==> src/rtl/be_pkg.sv <==
// Shared opcodes, access-size encoding and byte-enable constants for the MEM-stage
// byte-enable generator.
package be_pkg;

    localparam logic [5:0] OP_SW = 6'b101011;
    localparam logic [5:0] OP_SH = 6'b101001;
    localparam logic [5:0] OP_SB = 6'b101000;

    typedef enum logic [1:0] {
        ACC_NONE,
        ACC_BYTE,
        ACC_HALF,
        ACC_WORD
    } acc_size_e;

    localparam logic [3:0] BYTEEN_NONE = 4'b0000;
    localparam logic [3:0] BYTEEN_ALL  = 4'b1111;

endpackage

==> src/rtl/be_decode.sv <==
// Store-opcode decoder: maps IR_M[31:26] to the access size of the memory write.
module be_decode
    import be_pkg::*;
(
    input  logic [5:0] opcode,
    output acc_size_e  acc_size
);

    always_comb begin
        acc_size = ACC_NONE;
        case (opcode)
            OP_SW:   acc_size = ACC_WORD;
            OP_SH:   acc_size = ACC_HALF;
            OP_SB:   acc_size = ACC_BYTE;
            default: acc_size = ACC_NONE;
        endcase
    end

endmodule

==> src/rtl/be_unit.sv <==
// MEM-stage byte-enable and lane-aligned write-data generator.
// Optional alignment checking (misalign / misalign_sticky) under macro BE_ALIGN_CHECK_EN.
module be_unit
    import be_pkg::*;
(
    input  logic        clk,
    input  logic        reset,
    input  logic [31:0] IR_M,
    input  logic [31:0] MemAddr,
    input  logic [31:0] WD_M,
    output logic [3:0]  m_data_byteen,
    output logic [31:0] m_data_wdata
`ifdef BE_ALIGN_CHECK_EN
    ,
    output logic        misalign,
    output logic        misalign_sticky
`endif
);

    acc_size_e  acc_size;
    logic [3:0] lane_mask;

    // Only the opcode field and the low address bits take part in the decode.
    logic unused_bits;
    assign unused_bits = ^{clk, IR_M[25:0], MemAddr[31:2]};

    be_decode u_decode (
        .opcode   (IR_M[31:26]),
        .acc_size (acc_size)
    );

    always_comb begin
        lane_mask    = BYTEEN_NONE;
        m_data_wdata = '0;
        case (acc_size)
            ACC_WORD: begin
                lane_mask    = BYTEEN_ALL;
                m_data_wdata = WD_M;
            end
            ACC_HALF: begin
                lane_mask    = MemAddr[1] ? 4'b1100 : 4'b0011;
                m_data_wdata = {2{WD_M[15:0]}};
            end
            ACC_BYTE: begin
                lane_mask    = 4'b0001 << MemAddr[1:0];
                m_data_wdata = {4{WD_M[7:0]}};
            end
            default: begin
                lane_mask    = BYTEEN_NONE;
                m_data_wdata = '0;
            end
        endcase
    end

`ifdef BE_ALIGN_CHECK_EN
    always_comb begin
        misalign = 1'b0;
        case (acc_size)
            ACC_WORD: misalign = (MemAddr[1:0] != 2'b00);
            ACC_HALF: misalign = MemAddr[0];
            default:  misalign = 1'b0;
        endcase
    end

    assign m_data_byteen = (reset || misalign) ? BYTEEN_NONE : lane_mask;

    always_ff @(posedge clk) begin
        if (reset) begin
            misalign_sticky <= 1'b0;
        end else if (misalign) begin
            misalign_sticky <= 1'b1;
        end
    end
`else
    assign m_data_byteen = reset ? BYTEEN_NONE : lane_mask;
`endif

endmodule

==> config.mk <==
export PLATFORM = sky130hd
export DESIGN_NAME = be_unit
export DESIGN_NICKNAME = d
export VERILOG_FILES = /design/src/rtl/be_pkg.sv /design/src/rtl/be_decode.sv /design/src/rtl/be_unit.sv
export SDC_FILE = /design/constraint.sdc
export NUM_CORES = 1
export LEC_CHECK = 0
export CAP_MARGIN = 25
export CORE_MARGIN = 2
export CORE_UTILIZATION = 21
export DETAILED_ROUTE_END_ITERATION = 8
export GPL_TIMING_DRIVEN = 0
export MAX_ROUTING_LAYER = met4
export PLACE_DENSITY = 0.95
export SYNTH_ARGS = -nofsm -noshare
export SYNTH_HDL_FRONTEND = slang
export SYNTH_SLANG_ARGS = --single-unit
==> constraint.sdc <==
create_clock -name vclk -period 2.9
set_input_delay 0.58 -clock vclk [all_inputs]
set_output_delay 0.58 -clock vclk [all_outputs]
set_load 0.01 [all_outputs]
**Word-level counts from Yosys, hierarchy flattened**

Cells that the tools add are included.

- Input port bits: 98
- Output and inout bits: 36
- Register bits after elaboration: 0

- Equal/unequal tests: 6
- Shifts and indexed selects: 1
- Mux-type cells: 5

Operator list:

| kind | number |
|---|---|
| 32-bit case mux with 3 select lines | 1 |
| 6-bit equality test, second input constant | 3 |
| 4-bit case mux with 3 select lines | 1 |
| 4-bit 2-to-1 mux | 2 |
| 2-bit case mux with 3 select lines | 1 |
| 2-bit equality test, second input constant | 2 |
| 1-bit by 2-bit << shifter with 4-bit output, first input constant | 1 |
| 2-bit by 1-bit equality test with 1-bit output, second input constant | 1 |

**Depth between registers and ports, before layout**

- Depth in word-level cells: 5
- Mapped depth: 4
- Mapped depth without buffers: 2

**Cells and area by module**

Synthesis repeated with hierarchy kept, for this count alone.

- Cell total of the unflattened synthesis: 84
- Area, all modules: 640.6 sq um

By module, submodules not included:

| module | cells each | sequential area each (sq um) | area an instance (sq um) | times used |
|---|---|---|---|---|
| be_unit | 79 | 0.0 | 609.3 | 1 |
| be_decode | 5 | 0.0 | 31.3 | 1 |

**Worst setup path after synthesis**

No wires, ideal clock.

- Path kind: input to output
- Start point: input port IR_M[28]
- End point: output port m_data_wdata[24]
- Arrival time: 1419 ps
- Buffers on the path: 2
- Required time: 2320 ps
- Path slack: 901 ps
- Stages on the path: 4
- Cell sequence: nand4bb_1 buf_2 buf_2 a311oi_1

- Longest elaborated chain between the ends: 4

RTL lines:

| element | line | text |
|---|---|---|
| start, declared | be_unit.sv:8 | `input logic [31:0] IR_M,` |
| 6-bit equality test | be_decode.sv:11 | `case (opcode)` |
| 2-bit case mux with 3 select lines * | be_decode.sv:11 |  |
| 2-bit by 1-bit equality test with 1-bit output / 2-bit equality test (equally long branches) | be_unit.sv:35 | `case (acc_size)` |
| 32-bit case mux with 3 select lines * | be_unit.sv:35 |  |
| end, declared | be_unit.sv:12 | `output logic [31:0] m_data_wdata` |

Every way passes the cells marked *; elsewhere a longest branch is shown, timed or not.

**Final worst setup path**

- Start point: input port IR_M[28]
- End point: output port m_data_wdata[18]

Same word-level chain as after synthesis.

==> metrics.txt <==
# TYPE chip_impl_metric gauge
chip_impl_metric{name="grt-ovfl-total",unit=""} 0
chip_impl_metric{name="global_route_wire_length_before_repair",unit="mm"} 4.767
chip_impl_metric{name="cp_data_required_time",unit="ns"} 2.32
chip_impl_metric{name="nClkBuffers",unit=""} 0
chip_impl_info{name="critPathSlowestCell",value="clkdlybuf4s50_1"} 1
chip_impl_info{name="yosysMostFrequentCell",value="nand2b_1"} 1
chip_impl_metric{name="max-vdd-ir-drop",unit="uV"} 45.80
chip_impl_metric{name="worst-endpoint-arrival",unit="ns"} 2.25
chip_impl_metric{name="port_buffers",unit=""} 76
chip_impl_metric{name="finish.utilization",unit=""} 0.4971
chip_impl_info{name="endpoint_kind",value="output pin"} 1
chip_impl_info{name="netlist_top_cells_area",value="nand2b_1 16%, a21oi_1 12%, a311oi_1 11%"} 1
chip_impl_info{name="min-delay-path-class",value="in2out"} 1
chip_impl_metric{name="post_synth_inst_count",unit=""} 105
chip_impl_metric{name="rows",unit=""} 20
chip_impl_metric{name="hold_ws",unit="ns"} 1.747
chip_impl_metric{name="fp.dieH",unit="um"} 60.30
chip_impl_metric{name="synth_seq_area_share",unit=""} 0
chip_impl_info{name="min_delay_worst_endpoint",value="m_data_wdata[31]"} 1
chip_impl_metric{name="design.core.area",unit="um^2"} 3028
chip_impl_info{name="start_kind",value="input port"} 1
chip_impl_metric{name="grt.total_usage",unit=""} 0.1710
chip_impl_metric{name="cpPeakStageDelay",unit="ns"} 0.56
chip_impl_metric{name="max_clock_freq",unit="GHz"} 0.3540
chip_impl_metric{name="io-pin-count",unit=""} 134
chip_impl_metric{name="first_pass_iters",unit=""} 4
chip_impl_metric{name="critPathBufInv",unit=""} 4
chip_impl_metric{name="final_net_count",unit=""} 281
chip_impl_metric{name="crit_path_max_fo",unit=""} 10
chip_impl_metric{name="drc",unit=""} 0
chip_impl_metric{name="dp_hpwl",unit="mm"} 2.460
chip_impl_metric{name="power.density",unit="nW/um^2"} 93.82
chip_impl_metric{name="design.die.area",unit="um^2"} 3636
chip_impl_metric{name="timing.hold.worst_path_depth",unit=""} 4
chip_impl_info{name="timing.critical_path.cells",value="clkdlybuf4s50_1, nand4bb_1, buf_2, buf_2, a21oi_1, clkdlybuf4s50_1"} 1
chip_impl_info{name="outcome",value="completed"} 1
chip_impl_info{name="min_from",value="IR_M[26]"} 1
chip_impl_info{name="yosysTopAreaCell",value="nand2b_1"} 1
chip_impl_metric{name="route.vias.total",unit=""} 1075
chip_impl_metric{name="final_min_period_over_clock_period",unit=""} 0.9742
chip_impl_metric{name="vias_per_cell",unit=""} 4.778
chip_impl_info{name="crit_family",value="buffers and inverters"} 1
chip_impl_metric{name="vias_in_the_first_global_route",unit=""} 1058
chip_impl_metric{name="design.seq.count",unit=""} 0
chip_impl_metric{name="post_drt_wl_per_cell",unit="um"} 14.13
chip_impl_metric{name="tightestPinTransition",unit="ns"} 0.3918
chip_impl_info{name="criticalPathCategory",value="in2out"} 1
chip_impl_metric{name="hold_viol",unit=""} 0
chip_impl_metric{name="detail_route.iter0.violations",unit=""} 26
chip_impl_metric{name="n_antenna_cell",unit=""} 0
chip_impl_metric{name="power.leakage",unit="nW"} 0.7938
chip_impl_metric{name="layout.area.seq",unit="um^2"} 0
chip_impl_metric{name="gpl.final_weighted_congestion",unit=""} 0.7636
chip_impl_metric{name="synth_cell_type_count",unit=""} 19
chip_impl_metric{name="final-setup-viol-count",unit=""} 0
chip_impl_metric{name="wirelength",unit="mm"} 3.180
chip_impl_info{name="synth.cells.most_frequent",value="17 x nand2b_1, 16 x a21oi_1"} 1
chip_impl_metric{name="finalCriticalPeriod",unit="ns"} 2.825
chip_impl_info{name="critPathLaunch",value="IR_M[28]"} 1
chip_impl_metric{name="final_max_slew_viol_count",unit=""} 0
chip_impl_metric{name="yosysTopAreaCellShare",unit=""} 0.1598
chip_impl_metric{name="initial_core_util",unit=""} 0.2198
chip_impl_metric{name="post_synth_instance_area",unit="um^2"} 665.6
chip_impl_metric{name="flow.area_growth_from_synthesis",unit="%"} 126.1
chip_impl_metric{name="syn-num-nets",unit=""} 203
chip_impl_metric{name="syn_avg_cell_area",unit="um^2"} 6.339
chip_impl_metric{name="synth-warning-count",unit=""} 0
chip_impl_metric{name="drt.antenna.violating_nets",unit=""} 0
chip_impl_metric{name="max-slew-margin-rel",unit=""} 0.7388
chip_impl_metric{name="maximum_number_of_pins_on_one_net_before_global_route_repair",unit=""} 11
chip_impl_metric{name="final_layout_size_suffix_gt1_frac",unit=""} 0.07182
chip_impl_metric{name="grt_antenna_before_repair",unit=""} 0
chip_impl_metric{name="floorplan.die.width",unit="um"} 60.30
chip_impl_metric{name="timing.max_cap.violations",unit=""} 0
## per-stage QoR
step	std cells	instance area, um^2	TNS [ns]	setup WS (ns)	power (mW)
5_1_grt	225	1505	-0.005403	-0.005403	0.1530
2_1_floorplan	105	665.6	0	0.9005	0.05549
6_report	225	1505	0	0.07474	0.1412
3_3_place_gp	225	1481	-0.6321	-0.06448	0.1395
3_5_place_dp	225	1481	-0.9384	-0.09031	0.1421
4_1_cts	225	1473	0	0.003305	0.1423
## final cells by class
class | count | area [um^2]
timing repair buffer | 76 | 772.0
buffer | 13 | 73.82
multi-input combinational | 90 | 596.8
inverter | 2 | 7.507
tap | 44 | 55.05
fill | 308 | 1523
## cell families (layout without fill, tap and decap cells)
family | count (synthesis) | count (layout) | share of synthesized area
AO/OA/AOI/OAI | 35 | 35 | 0.3760
buffers and inverters | 15 | 91 | 0.1034
AND/OR/NAND/NOR | 55 | 55 | 0.5207
## worst max-delay path by stage
stage	to	slack (ns)	depth (start not counted)
global route	m_data_wdata[22]	-0.005	6
finish	m_data_wdata[18]	0.07	6
detailed placement	m_data_wdata[8]	-0.09	5
floorplan	m_data_wdata[24]	0.90	4
global placement	m_data_byteen[0]	-0.06	5
CTS	m_data_byteen[3]	0.003	5
## tightest hold or removal path: cells and delay by family
kind | cells | cell delay [ns]
buf+inv | 2 | 0.36
simple gates | 1 | 0.14
compound gates | 1 | 0.08
## what timing repair did
action,4_1_cts,5_1_grt
hold buffers,0,0
endpoints found under the setup margin,23,13
buffers inserted,0,0
resized for setup,23,13
endpoints found under the hold margin,0,0
## metal layers
metal / wire length (um) / GRT usage / up-vias
met3: 247 / 0.02814 / 0
li1: - / - / 542
met4: 0 / 0 / 0
met1: 1476 / 0.2423 / 481
met5: 0 / - / -
met2: 1456 / 0.2702 / 52
## power breakdown
part	internal (mW)	switching, mW
clock network	0	0
registers	0	0
logic	0.0828	0.0584
total	0.0828	0.0584
## cells in the final DEF (no fill, tap or decap)
cell type | netlist | final
clkdlybuf4s50_1 | 0 | 46
nand2b_1 | 17 | 17
dlygate4sd2_1 | 0 | 17
a21oi_1 | 16 | 16
dlymetal6s2s_1 | 0 | 13
nor3b_1 | 8 | 8
nand2_1 | 8 | 8
or3b_1 | 8 | 8
nand3_1 | 8 | 8
a21boi_0 | 8 | 8
a311oi_1 | 8 | 8
buf_2 | 7 | 5
buf_4 | 1 | 4
clkbuf_1 | 4 | 3
nor2b_1 | 2 | 2
inv_1 | 2 | 2
nor4_1 | 2 | 2
a2111oi_2 | 2 | 2
nand4bb_1 | 1 | 1
clkbuf_4 | 0 | 1
o21ba_2 | 1 | 1
nor2_1 | 1 | 1
Power figures use the tool's default switching activity.
